`src/rtl/dp_pix_pack2.sv`:
```
// Packs pairs of pixels into a 2*dw word and tracks x/y position within each frame.
// The optional frame-size check (err_w/err_h) is built only when DP_PIX_PACK2_SIZE_CHK_EN is defined.
module dp_pix_pack2 #(
    parameter int dw     = 10,
    parameter int tile_w = 960,
    parameter int tile_h = 540,
    parameter int xw     = 11,
    parameter int yw     = 10
) (
    input  logic            clk,
    input  logic            rst_n,
    input  logic            soft_rst,
    input  logic            op_st,
    input  logic [dw-1:0]   pix_in,
    input  logic            rdy_in,
    input  logic            last_pix_in,
    input  logic            last_line_in,
    output logic            req_out,
    output logic [2*dw-1:0] pix_out,
    output logic            half_out,
    output logic            rdy_out,
    input  logic            req_in,
    output logic            last_pix_out,
    output logic            last_line_out,
    output logic            frm_done,
    output logic            err_w,
    output logic            err_h,
    output logic            dbg_state,
    output logic [xw-1:0]   dbg_x_cnt,
    output logic [yw-1:0]   dbg_y_cnt
);

    // Handshake: on each side a word moves on the rising edge where the valid
    // (rdy_in upstream, rdy_out downstream) and the ready (req_out upstream,
    // req_in downstream) are both high. Once raised, rdy_out holds with stable
    // data until it is accepted.
    typedef enum logic {IDLE = 1'b0, RUN = 1'b1} state_t;

    state_t        state;
    logic [xw-1:0] x_cnt;
    logic [yw-1:0] y_cnt;
    logic [dw-1:0] lo;
    logic          lo_vld;
    logic          in_xfer;
    logic          out_xfer;
    logic          load_out;

    assign req_out  = (state == RUN) & (!rdy_out | req_in);
    // A restart pulse wins over a pixel offered in the same cycle.
    assign in_xfer  = rdy_in & req_out & !op_st;
    assign out_xfer = rdy_out & req_in;
    assign load_out = in_xfer & (lo_vld | last_pix_in);

    assign dbg_state = (state == RUN);
    assign dbg_x_cnt = x_cnt;
    assign dbg_y_cnt = y_cnt;

    always_ff @(posedge clk or negedge rst_n) begin
        if (!rst_n) begin
            state         <= IDLE;
            x_cnt         <= '0;
            y_cnt         <= '0;
            lo            <= '0;
            lo_vld        <= 1'b0;
            rdy_out       <= 1'b0;
            pix_out       <= '0;
            half_out      <= 1'b0;
            last_pix_out  <= 1'b0;
            last_line_out <= 1'b0;
            frm_done      <= 1'b0;
        end else if (soft_rst) begin
            state         <= IDLE;
            x_cnt         <= '0;
            y_cnt         <= '0;
            lo            <= '0;
            lo_vld        <= 1'b0;
            rdy_out       <= 1'b0;
            pix_out       <= '0;
            half_out      <= 1'b0;
            last_pix_out  <= 1'b0;
            last_line_out <= 1'b0;
            frm_done      <= 1'b0;
        end else begin
            frm_done <= out_xfer & last_pix_out & last_line_out;

            // A reload in the same cycle as a drain keeps rdy_out high with new data.
            if (load_out) begin
                rdy_out       <= 1'b1;
                pix_out       <= lo_vld ? {pix_in, lo} : {pix_in, pix_in};
                half_out      <= !lo_vld;
                last_pix_out  <= last_pix_in;
                last_line_out <= last_line_in;
            end else if (out_xfer) begin
                rdy_out <= 1'b0;
            end

            case (state)
                IDLE: begin
                    if (op_st) begin
                        state  <= RUN;
                        x_cnt  <= '0;
                        y_cnt  <= '0;
                        lo_vld <= 1'b0;
                    end
                end
                RUN: begin
                    if (op_st) begin
                        x_cnt  <= '0;
                        y_cnt  <= '0;
                        lo_vld <= 1'b0;
                    end else if (in_xfer) begin
                        if (last_pix_in) begin
                            x_cnt  <= '0;
                            lo_vld <= 1'b0;
                            if (last_line_in) begin
                                y_cnt <= '0;
                                state <= IDLE;
                            end else begin
                                y_cnt <= y_cnt + 1'b1;
                            end
                        end else begin
                            x_cnt  <= x_cnt + 1'b1;
                            lo_vld <= !lo_vld;
                            if (!lo_vld) lo <= pix_in;
                        end
                    end
                end
                default: state <= IDLE;
            endcase
        end
    end

`ifdef DP_PIX_PACK2_SIZE_CHK_EN
    // One extra bit keeps an all-ones counter from wrapping into a false match.
    logic [xw:0] x_nxt;
    logic [yw:0] y_nxt;

    assign x_nxt = {1'b0, x_cnt} + (xw+1)'(1);
    assign y_nxt = {1'b0, y_cnt} + (yw+1)'(1);

    always_ff @(posedge clk or negedge rst_n) begin
        if (!rst_n) begin
            err_w <= 1'b0;
            err_h <= 1'b0;
        end else if (soft_rst | op_st) begin
            err_w <= 1'b0;
            err_h <= 1'b0;
        end else if (in_xfer & last_pix_in) begin
            if (x_nxt != (xw+1)'(tile_w)) err_w <= 1'b1;
            if (last_line_in && (y_nxt != (yw+1)'(tile_h))) err_h <= 1'b1;
        end
    end
`else
    assign err_w = 1'b0;
    assign err_h = 1'b0;
`endif

endmodule

```
`config.mk`:
```
export PLATFORM = sky130hd
export DESIGN_NAME = dp_pix_pack2
export DESIGN_NICKNAME = d
export VERILOG_FILES = /design/src/rtl/dp_pix_pack2.sv
export SDC_FILE = /design/constraint.sdc
export NUM_CORES = 1
export LEC_CHECK = 0
export ABC_AREA = 1
export CORE_MARGIN = 3
export CORE_UTILIZATION = 51
export CTS_BUF_LIST = sky130_fd_sc_hd__clkbuf_8
export CTS_CLUSTER_DIAMETER = 200
export DETAILED_ROUTE_END_ITERATION = 16
export PLACE_DENSITY_LB_ADDON = 0.25
export SYNTH_ARGS = -nofsm -noshare
export SYNTH_HDL_FRONTEND = slang
export SYNTH_SLANG_ARGS = --single-unit
```
`constraint.sdc`:
```
create_clock -name clk -period 1.6 [get_ports clk]
set_clock_uncertainty 0.15 [all_clocks]
set_input_delay 0.24 -clock clk [delete_from_list [all_inputs] [get_ports clk]]
set_output_delay 0.24 -clock clk [all_outputs]
set_load 0.02 [all_outputs]
```
==> reports/results.env, run 1 <==
STATUS='finished clean'
MET3ROUTEDLENGTH_UM=481
ANTENNA_CELLS_INSERTED=0
FIN_UTIL=0.795
YOSYS.CELL_TYPES.COUNT=24
REPORT.FINAL.HOLD_VIOL_COUNT=0
P_INT_mW=2.34
TIMING.CRITICAL_PATH.MAX_DELAY_FAMILY='flip-flops'
CTS-ROOT-BUF='sky130_fd_sc_hd__clkbuf_8'
PLACEMENT.SETUP.WORST_SLACK_PS=-419
P_SW_uW=813
TOTAL_STANDARD_CELL_AREA_AFTER_SYNTHESIS_MM2=0.00268
START_KIND='register'
DRV_CAP=0
R2R_SETUP_SLACK_PS=20
CTS-BUFFERS-INSERTED=9
CRIT_BUF_INV=3
GLOBALROUTETOTALUTIL=0.242
INITIAL_UTILIZATION=0.545
FINAL_ANTENNA_NET_COUNT=0
SYNTH_LARGEST_TYPE_AREA_FRACTION=0.542
NETS=452
REG2REG_START='lo_vld$_DFFE_PN0P_'
SEQUENTIALPOWERSHARE=0.475
FINAL_DESIGN_AREA_NO_FILL_MM2=0.00390
SHARE_CLK_OF_TOTAL_POWER=0.420
SYNTH_AREA_PER_CELL_UM2=8.09
IR_DROP_uV=796
R2R-END='pix_out[5]$_DFFE_PN0P_'
COMBINATIONALPOWERSHARE=0.105
DP.FINAL_HPWL_UM=4640
WL_MET2_UM=3660
COREAREA_MM2=0.00491
SYNTH-WARNING-COUNT=0
TOP_LAYER='met4'
PLACE_CONGESTION=0.823
SYNTH.TOP_CELLS.BY_AREA='sky130_fd_sc_hd__dfrtp_1 54%, sky130_fd_sc_hd__nand2_1 11%, sky130_fd_sc_hd__o21ai_0 9.5%'
SYNTH-EDFF-COUNT=0
SYN2LAYOUT_AREA_GROWTH_PCT=45.8
WIRE_PER_INST_UM=14.6
WORSTPATHARRIVAL_PS=1670
WL_MET1_UM=3030
POWER.DENSITY_mW_PER_MM2=809
END_KIND='register'
STATIC-LEAKAGE-POWER_nW=2.05
GRT_PASS1_VIAS=2556
FINAL_MIN_PERIOD_OVER_CLOCK_PERIOD=0.990
NUM_ROWS=25
BOUNDARYPINS=68
SYNTH_ASYNC_SR_FLOP_SHARE=1.00
DRT-PASS1-ITER-COUNT=5
CLOCK_TREE.HTREE_LEVEL_COUNT=3
DRT_ITER0_MARKERS=192
FP.DIEW_UM=78.5
CELL_TOTAL_AFTER_PLACEMENT=484
TRITONCTS_NUM_SINKS=58
POST_SYNTH_INST_COUNT=331
SYNTH_COMMONEST_CELLS='81 x sky130_fd_sc_hd__nand2_1, 58 x sky130_fd_sc_hd__dfrtp_1, 51 x sky130_fd_sc_hd__o21ai_0, 41 x sky130_fd_sc_hd__inv_1, 33 x sky130_fd_sc_hd__nor2_1'
CLOCK_TREE.BUFFER_DEPTH=2
ROUTE.DETAILED.DRC=0
CRITICAL_PATH.SLOWEST_CELL='sky130_fd_sc_hd__dfrtp_2'
ROUTE.DETAILED.VIAS_PER_INST=5.32
HOLD_PATH.STARTPOINT='op_st'
FLOORPLAN.DIE_AREA_MM2=0.00616
VIA_COUNT=2681
WORST-SETUP-PATH-TYPE='register to register'
YS_SEQ_AREA_FRAC=0.542
WORST_R2R_PATH_DEPTH=7
GLOBALROUTE.TOTALOVERFLOW=0
WORST_EP_REQUIRED_TIME_PS=1680
LAYOUT-DRIVE-GT1-SHARE=0.181
CLKLATENCYLATEPIN_PS=330
CTS_TREE='yes'
MAXSLEWVIOLCOUNT=0
LAYOUT_SETUP_WS_PS=15.5
NFILLCELLS=336
GRT_FIRST_PASS_WIRELENGTH_UM=11600
TOTALWIRELENGTH_UM=7360
CLK_TRANSITION_REPORTED_PATHS_PS=70
WORSTHOLDENDPOINT='dbg_state$_DFF_PN0_'
INITIAL_ANTENNA_VIOLATION_COUNT=0
POST-SYNTH-TOP-AREA-CELL='sky130_fd_sc_hd__dfrtp_1'
SYNTH_TOP_FLOP_CELL='sky130_fd_sc_hd__dfrtp_1'
PORTBUFFERS=65
DIE_H_UM=78.5
TOTAL_NEGATIVE_SETUP_SLACK_PS=0
FINAL-SEQ-AREA_MM2=0.00145
MAXIMUM_NUMBER_OF_PINS_ON_ONE_NET_BEFORE_GLOBAL_ROUTE_REPAIR=39
MULTIINPUTGATEAREA_MM2=0.00110
CRITICAL_PATH.CELL_CHAIN='nor2_1 > inv_1 > buf_4 > a21oi_4 > buf_12 > nand2_1 > o21ai_0'
HOLDCRITPATHCLASS='input pin to register'
SYNTH_MOST_COMMON_CELL='sky130_fd_sc_hd__nand2_1'
SLOWEST_DELAY_PS=440
CRIT_FANOUT=12
DETAILED_PLACE.AREA_MM2=0.00362
FMAX_MHz=631
SW_FRAC_OF_TOTAL=0.258
HOLD_DEPTH=3
FLIP_FLOP_AND_LATCH_COUNT_AFTER_SYNTHESIS=58
SETUP_VIOLATIONS=0
FINAL.MIN_CLOCK_PERIOD_PS=1580
FIN_CELLS=504
worst min-delay path: cells and delay by family:
kind / cells / cell delay, ps
AO/OA/AOI/OAI: 2 / 240
buffers and inverters: 1 / 170
final cells by class:
cell class / instances / share of cell area
multi-input cells: 220 / 0.281
repair buffers: 100 / 0.234
well taps: 67 / 0.0215
inverters: 43 / 0.0413
clock buffers: 9 / 0.0317
flip-flops and latches: 58 / 0.372
clock inverters: 7 / 0.0176
metrics by stage:
stage | hold WS, ps | total power [mW]
after floorplan | -206 | 1.65
after global routing | 186 | 3.29
after global placement | 79.5 | 1.83
after detailed placement | 76.5 | 1.83
after CTS | 253 | 3.14
final | 205 | 3.16
per-layer routing:
| layer | up-vias | GRT usage |
|---|---|---|
| li1 | 1267 | - |
| met1 | 1278 | 0.320 |
| met2 | 118 | 0.369 |
| met3 | 18 | 0.0550 |
| met4 | 0 | 0.135 |
| met5 | - | 0 |
worst max-delay path by stage:
stage                                     to                     start  depth (start not counted)
finish                pix_out[5]$_DFFE_PN0P_        lo_vld$_DFFE_PN0P_                          7
global route        dbg_y_cnt[8]$_DFFE_PN0P_  dbg_y_cnt[1]$_DFFE_PN0P_                          7
CTS                 dbg_y_cnt[2]$_DFFE_PN0P_                     op_st                          8
detailed placement         lo[2]$_DFFE_PN0P_                     op_st                          7
global placement    dbg_y_cnt[3]$_DFFE_PN0P_                    req_in                         10
floorplan           dbg_x_cnt[8]$_DFFE_PN0P_  dbg_x_cnt[1]$_DFFE_PN0P_                          6
repair_timing:
item                                    in CTS  in global routing
cloned                                       0                  1
hold buffers                                 1                  0
buffers inserted                             0                  2
pin swaps                                    0                  5
endpoints found under the hold margin       58                  0
gates resized for setup                     56                 22
endpoints found under the setup margin      66                 47
registers in the layout, summed over array words and instances, names as in the netlist:
register       count
dbg_state          1
dbg_x_cnt         11
dbg_y_cnt         10
frm_done           1
half_out           1
last_line_out      1
last_pix_out       1
lo                10
lo_vld             1
pix_out           20
rdy_out            1
logic make-up after synthesis:
group,Yosys count,share of synthesized area
buffers and inverters,54,0.0818
other,1,0.00140
and+or+nand+nor,147,0.232
adders and majority gates,2,0.00934
DFF,58,0.542
AOI/OAI and AO/OA,69,0.133
layout by cell type, fill, tap and decap left out, types with 2 or more instances in the layout:
cell type | netlist | layout
sky130_fd_sc_hd__buf_12 | 0 | 3
sky130_fd_sc_hd__dfrtp_1 | 58 | 56
sky130_fd_sc_hd__a21oi_4 | 0 | 2
sky130_fd_sc_hd__nand2_2 | 2 | 5
sky130_fd_sc_hd__buf_4 | 3 | 29
sky130_fd_sc_hd__nor3_2 | 0 | 2
sky130_fd_sc_hd__inv_1 | 41 | 41
sky130_fd_sc_hd__clkdlybuf4s15_1 | 0 | 2
sky130_fd_sc_hd__nor2_4 | 2 | 2
sky130_fd_sc_hd__nand3_1 | 15 | 13
sky130_fd_sc_hd__conb_1 | 1 | 2
sky130_fd_sc_hd__dlymetal6s2s_1 | 0 | 2
sky130_fd_sc_hd__buf_2 | 4 | 2
sky130_fd_sc_hd__o21ai_0 | 51 | 51
sky130_fd_sc_hd__nor2_1 | 33 | 29
sky130_fd_sc_hd__nor2_2 | 1 | 5
sky130_fd_sc_hd__clkbuf_8 | 0 | 9
sky130_fd_sc_hd__nor3_1 | 7 | 5
sky130_fd_sc_hd__dfrtp_2 | 0 | 2
sky130_fd_sc_hd__clkinv_2 | 0 | 3
sky130_fd_sc_hd__clkdlybuf4s50_1 | 0 | 14
sky130_fd_sc_hd__o21ai_1 | 5 | 5
sky130_fd_sc_hd__dlygate4sd2_1 | 0 | 45
sky130_fd_sc_hd__a21oi_1 | 9 | 9
sky130_fd_sc_hd__inv_2 | 2 | 2
sky130_fd_sc_hd__nand4_1 | 4 | 4
sky130_fd_sc_hd__nand3_2 | 1 | 2
sky130_fd_sc_hd__nand2_1 | 81 | 77
sky130_fd_sc_hd__clkinvlp_4 | 0 | 2
power groups by stage:
stage | logic [mW] | registers (mW) | clock network (mW)
after floorplan | 0.108 | 1.54 | 0
after global placement | 0.303 | 1.52 | 0
after detailed placement | 0.309 | 1.53 | 0
after CTS | 0.309 | 1.50 | 1.33
after global routing | 0.359 | 1.50 | 1.43
final | 0.332 | 1.50 | 1.33
(Power assumes the default switching activity.)
==> inputs of run 2 (changes only) <==
--- a/config.mk
+++ b/config.mk
@@ -6,6 +6,7 @@
 export NUM_CORES = 1
 export LEC_CHECK = 0
 export ABC_AREA = 1
+export CORE_ASPECT_RATIO = 0.6
 export CORE_MARGIN = 3
 export CORE_UTILIZATION = 51
 export CTS_BUF_LIST = sky130_fd_sc_hd__clkbuf_8
==> reports/results.env, run 2 (synthesis results as in run 1) <==
CRIT_STARTPOINT='rdy_in'
CLOCK_TREE.HTREE_LEVEL_COUNT=3
MET3ROUTEDLENGTH_UM=561
FINAL_MIN_PERIOD_OVER_CLOCK_PERIOD=1.02
WORST_EP_REQUIRED_TIME_PS=1690
SHARE_CLK_OF_TOTAL_POWER=0.420
WORSTPATHARRIVAL_PS=1720
GLOBALROUTETOTALUTIL=0.235
SETUP_VIOLATIONS=2
START_KIND='input pin'
FINAL_ANTENNA_NET_COUNT=0
P_INT_mW=2.38
FMAX_MHz=613
FINAL.MIN_CLOCK_PERIOD_PS=1630
CTS-BUFFERS-INSERTED=9
TOTALWIRELENGTH_UM=7010
P_TOTAL_mW=3.13
INITIAL_ANTENNA_VIOLATION_COUNT=0
TRITONCTS_NUM_SINKS=58
FINALHOLDWORSTSLACK_PS=220
CTS-ROOT-BUF='sky130_fd_sc_hd__clkbuf_8'
LAYOUT_SETUP_WS_PS=-31.4
LAYOUT.CELLS.MOST_COMMON='sky130_fd_sc_hd__nand2_1'
CLKLATENCYLATEPIN_PS=330
MAX_REG_FLOPS=20
FP.DIEW_UM=99.5
MAX_FLOP_REGISTER='pix_out'
STATUS='finished with violations'
CLK_TRANSITION_REPORTED_PATHS_PS=70
DRT_ITER0_MARKERS=193
DRV_CAP=0
COMBINATIONALPOWERSHARE=0.100
ROUTE.DETAILED.DRC=0
PLACEMENT.SETUP.WORST_SLACK_PS=-402
SEQUENTIALPOWERSHARE=0.480
COREAREA_MM2=0.00480
IR_DROP_uV=483
DRT-PASS1-ITER-COUNT=5
BOUNDARYPINS=68
VIOLATIONS_IN_THE_FINAL_REPORTS='setup timing'
END_KIND='register'
NETS=442
DIE_H_UM=62.1
VIA_COUNT=2554
LAYOUT-DRIVE-GT1-SHARE=0.150
WL_MET1_UM=3180
CRIT_FANOUT=11
HOLDCRITPATHCLASS='input pin to register'
CLOCK_TREE.BUFFER_DEPTH=2
HOLD_PATH.STARTPOINT='soft_rst'
DP.FINAL_HPWL_UM=4760
GRT_FIRST_PASS_WIRELENGTH_UM=11600
P_SW_uW=747
MAXIMUM_NUMBER_OF_PINS_ON_ONE_NET_BEFORE_GLOBAL_ROUTE_REPAIR=59
INITIAL_UTILIZATION=0.558
STATIC-LEAKAGE-POWER_nW=2.04
GRT_SETUP_UNREPAIRED='true'
WIRE_PER_INST_UM=14.3
MAXSLEWVIOLCOUNT=0
NUM_ROWS=19
POWER.DENSITY_mW_PER_MM2=822
REG2REG_START='dbg_y_cnt[1]$_DFFE_PN0P_'
WL_MET2_UM=3230
PORTBUFFERS=65
TOP_LAYER='met4'
MOSTFREQUENTLAYOUTCELLS='78 x sky130_fd_sc_hd__nand2_1, 56 x sky130_fd_sc_hd__dfrtp_1, 48 x sky130_fd_sc_hd__o21ai_0'
GRT_PASS1_VIAS=2407
REPORT.FINAL.HOLD_VIOL_COUNT=0
CTS_TREE='yes'
WORST-SETUP-PATH-TYPE='input pin to register'
ANTENNA_CELLS_INSERTED=0
GLOBALROUTE.TOTALOVERFLOW=0
SYN2LAYOUT_AREA_GROWTH_PCT=42.1
SW_FRAC_OF_TOTAL=0.239
FLOORPLAN.DIE_AREA_MM2=0.00618
ROUTE.DETAILED.VIAS_PER_INST=5.21
PLACE_CONGESTION=0.850
[run 2: repair_timing]
item | in CTS | in global routing
resized for setup | 56 | 21
setup endpoints to repair | 61 | 40
hold buffers | 1 | 0
buffers inserted | 0 | 1
hold endpoints to repair | 58 | 0
pin swaps | 0 | 6
[run 2: layer usage]
layer,track usage,up-vias
met1,0.327,1216
met4,0.0630,0
li1,-,1243
met5,0,-
met2,0.348,89
met3,0.0839,6
[run 2: power groups by stage]
stage | Sequential, mW | Clock, mW | Combinational [mW]
floorplan | 1.54 | 0 | 0.108
global placement | 1.52 | 0 | 0.296
detailed placement | 1.53 | 0 | 0.303
CTS | 1.50 | 1.34 | 0.301
global route | 1.50 | 1.41 | 0.342
finish | 1.50 | 1.31 | 0.312
[run 2: through the flow]
step	utilization	instances	setup TNS (ps)	area [um2]
finish	0.793	490	-50.6	3810
global route	0.793	490	-864	3810
CTS	0.779	489	0	3740
detailed placement	0.744	472	-14910	3570
global placement	0.744	472	-12420	3570
floorplan	-	332	0	2680
[run 2: final timing paths]
kind / endpoint / slack (ps) / cells after the start
setup reg to reg: dbg_y_cnt[8]$_DFFE_PN0P_ / 80 / 7
setup / recovery: lo[3]$_DFFE_PN0P_ / -30 / 7
max in group asynchronous: lo_vld$_DFFE_PN0P_ / 740 / 3
hold reg to reg: pix_out[19]$_DFFE_PN0P_ / 330 / 2
min in group asynchronous: pix_out[19]$_DFFE_PN0P_ / 280 / 3
hold / removal: frm_done$_DFF_PN0_ / 220 / 3
[run 2: critical path, cell delays in order]
cell and delay, ps:
sky130_fd_sc_hd__clkdlybuf4s50_1 490, sky130_fd_sc_hd__inv_1 60, sky130_fd_sc_hd__nor2_2 140, sky130_fd_sc_hd__nand3_4 160, sky130_fd_sc_hd__nor2_2 220, sky130_fd_sc_hd__nand2_2 180, sky130_fd_sc_hd__o21ai_0 230
[run 2: final cells by class]
cell class,count,area (um2)
multi-input cells,220,1080
flip-flops and latches,58,1450
inverters,43,161
clock inverters,2,8.76
well taps,63,78.8
clock buffers,14,193
fillers,333,996
repair buffers,90,832
==> inputs of run 3 (changes only) <==
--- a/config.mk
+++ b/config.mk
@@ -8,10 +8,11 @@
 export ABC_AREA = 1
 export CORE_ASPECT_RATIO = 0.6
 export CORE_MARGIN = 3
-export CORE_UTILIZATION = 51
-export CTS_BUF_LIST = sky130_fd_sc_hd__clkbuf_8
+export CORE_UTILIZATION = 49
+export CTS_BUF_LIST = sky130_fd_sc_hd__clkbuf_16
 export CTS_CLUSTER_DIAMETER = 200
 export DETAILED_ROUTE_END_ITERATION = 16
+export HOLD_SLACK_MARGIN = 0.06
 export PLACE_DENSITY_LB_ADDON = 0.25
 export SYNTH_ARGS = -nofsm -noshare
 export SYNTH_HDL_FRONTEND = slang
==> reports/results.env, run 3 (synthesis results as in run 1) <==
CRITICAL_PATH.CELL_CHAIN='clkdlybuf4s50_1 > inv_2 > nand2_4 > nand3_4 > nand2_8 > buf_12 > nand3_1 > nor2_1 > nor2_1'
INITIAL_UTILIZATION=0.519
SYN2LAYOUT_AREA_GROWTH_PCT=57.9
WORSTPATHARRIVAL_PS=1700
BOUNDARYPINS=68
COMBINATIONALPOWERSHARE=0.113
WORST_R2R_PATH_DEPTH=7
COREAREA_MM2=0.00515
WL_MET2_UM=4110
GRT_FIRST_PASS_WIRELENGTH_UM=12100
CTS-ROOT-BUF='sky130_fd_sc_hd__clkbuf_16'
P_TOTAL_mW=3.54
FP.DIEW_UM=101
POWER.DENSITY_mW_PER_MM2=838
VIOLATIONS_IN_THE_FINAL_REPORTS='setup timing'
CLKLATENCYLATEPIN_PS=330
WORST_PIN_SLEW_PS=524
LAYOUT_SETUP_WS_PS=-37.6
NETS=455
START_KIND='input pin'
PLACEMENT.SETUP.WORST_SLACK_PS=-459
IR_DROP_uV=526
ROUTE.DETAILED.VIAS_PER_INST=5.51
STATIC-LEAKAGE-POWER_nW=2.22
FIN_CELLS=505
CRITICAL_PATH.SLOWEST_CELL='sky130_fd_sc_hd__clkdlybuf4s50_1'
DP.FINAL_HPWL_UM=4750
MAX_REG_FLOPS=20
SHARE_CLK_OF_TOTAL_POWER=0.462
INITIAL_ANTENNA_VIOLATION_COUNT=0
DRT-PASS1-ITER-COUNT=7
NUMBER_OF_LOGIC_STAGES_ON_THE_CRITICAL_PATH_INCLUDING_BUFFERING=9
CLOCK_TREE.BUFFER_DEPTH=2
SEQUENTIALPOWERSHARE=0.425
GLOBALROUTE.TOTALOVERFLOW=0
TIMING.CRITICAL_PATH.MAX_DELAY_FAMILY='simple AND/OR/NAND/NOR gates'
WORST-SETUP-PATH-TYPE='input pin to register'
GRT_SETUP_UNREPAIRED='true'
STATUS='finished with violations'
GRT_PASS1_VIAS=2565
REPORT.FINAL.HOLD_VIOL_COUNT=0
PLACE_CONGESTION=0.846
SETUP_VIOLATIONS=6
TRITONCTS_NUM_SINKS=58
PORTBUFFERS=65
TOTALWIRELENGTH_UM=8610
CTS-BUFFERS-INSERTED=9
MAX_SLEW_MARGIN=0.651
WIRE_PER_INST_UM=17.0
MAX_FLOP_REGISTER='pix_out'
P_SW_uW=863
MAXSLEWVIOLCOUNT=0
ROUTE.DETAILED.DRC=0
HOLDCRITPATHCLASS='input pin to asynchronous set/reset pin'
END_KIND='register'
CP_COMMON_CELL='sky130_fd_sc_hd__nor2_1'
CRIT_FANOUT=6
FMAX_MHz=611
SW_FRAC_OF_TOTAL=0.244
GLOBALROUTETOTALUTIL=0.244
FINAL_ANTENNA_NET_COUNT=0
SLOWEST_DELAY_PS=470
CLOCK_TREE.HTREE_LEVEL_COUNT=3
P_INT_mW=2.68
DRV_CAP=0
WORST_EP_REQUIRED_TIME_PS=1660
TOP_LAYER='met4'
LAYOUT.CELLS.MOST_COMMON='sky130_fd_sc_hd__nand2_1'
FINAL_MIN_PERIOD_OVER_CLOCK_PERIOD=1.02
LAYOUT-DRIVE-GT1-SHARE=0.223
MET3ROUTEDLENGTH_UM=701
VIA_COUNT=2782
FINAL.MIN_CLOCK_PERIOD_PS=1640
DRT_ITER0_MARKERS=198
DETAILED_PLACE.AREA_MM2=0.00362
WL_MET1_UM=3600
CRIT_BUF_INV=3
FLOORPLAN.DIE_AREA_MM2=0.00642
TOTAL_NEGATIVE_SETUP_SLACK_PS=-118
FINAL_DESIGN_AREA_NO_FILL_MM2=0.00423
CELL_TOTAL_AFTER_PLACEMENT=478
CTS_TREE='yes'
MOSTFREQUENTLAYOUTCELLS='71 x sky130_fd_sc_hd__nand2_1, 55 x sky130_fd_sc_hd__dfrtp_1, 44 x sky130_fd_sc_hd__dlygate4sd2_1'
NUM_ROWS=20
CLK_TRANSITION_REPORTED_PATHS_PS=50
MAXIMUM_NUMBER_OF_PINS_ON_ONE_NET_BEFORE_GLOBAL_ROUTE_REPAIR=25
ANTENNA_CELLS_INSERTED=0
DIE_H_UM=63.3
==> run 3: what timing repair did <==
action,CTS,global route
endpoints found under the setup margin,65,51
endpoints found under the hold margin,58,0
resized for setup,55,66
cloned,0,4
pin swaps,0,14
hold buffers,1,0
buffers inserted,2,5
==> run 3: per-layer routing <==
| layer | vias to the layer above | track usage |
|---|---|---|
| met4 | 0 | 0.0663 |
| met1 | 1329 | 0.326 |
| met5 | - | 0 |
| li1 | 1267 | - |
| met2 | 166 | 0.374 |
| met3 | 20 | 0.0896 |
==> run 3: worst paths after layout <==
| check | start | to | slack, ps |
|---|---|---|---|
| max in group asynchronous | rst_n | lo[1]$_DFFE_PN0P_ | 610 |
| min in group clk | op_st | dbg_state$_DFF_PN0_ | 300 |
| setup reg to reg | lo_vld$_DFFE_PN0P_ | pix_out[17]$_DFFE_PN0P_ | -30 |
| setup / recovery | req_in | dbg_y_cnt[5]$_DFFE_PN0P_ | -40 |
| hold / removal | rst_n | pix_out[18]$_DFFE_PN0P_ | 210 |
| hold reg to reg | pix_out[18]$_DFFE_PN0P_ | pix_out[18]$_DFFE_PN0P_ | 330 |
==> run 3: area by class of cell <==
| class | instances | area (um2) |
|---|---|---|
| multi-input combinational | 220 | 1230 |
| fill | 337 | 928 |
| tap | 66 | 82.6 |
| clock inverter | 6 | 28.8 |
| timing repair buffer | 103 | 1040 |
| sequential | 58 | 1460 |
| inverter | 43 | 164 |
| clock buffer | 9 | 225 |
==> run 3: power by group through the flow <==
stage                     Clock (mW)  Combinational (mW)  Sequential, mW
after floorplan                    0               0.108            1.54
after global placement             0               0.309            1.52
after detailed placement           0               0.315            1.53
after CTS                       1.66               0.316            1.50
after global routing            1.72               0.428            1.51
final                           1.64               0.399            1.51
==> run 3: per-stage QoR <==
step	util	hold slack, ps
3_3_place_gp	0.703	12.8
2_1_floorplan	-	-206
3_5_place_dp	0.703	17.1
6_report	0.820	213
4_1_cts	0.749	209
5_1_grt	0.820	240
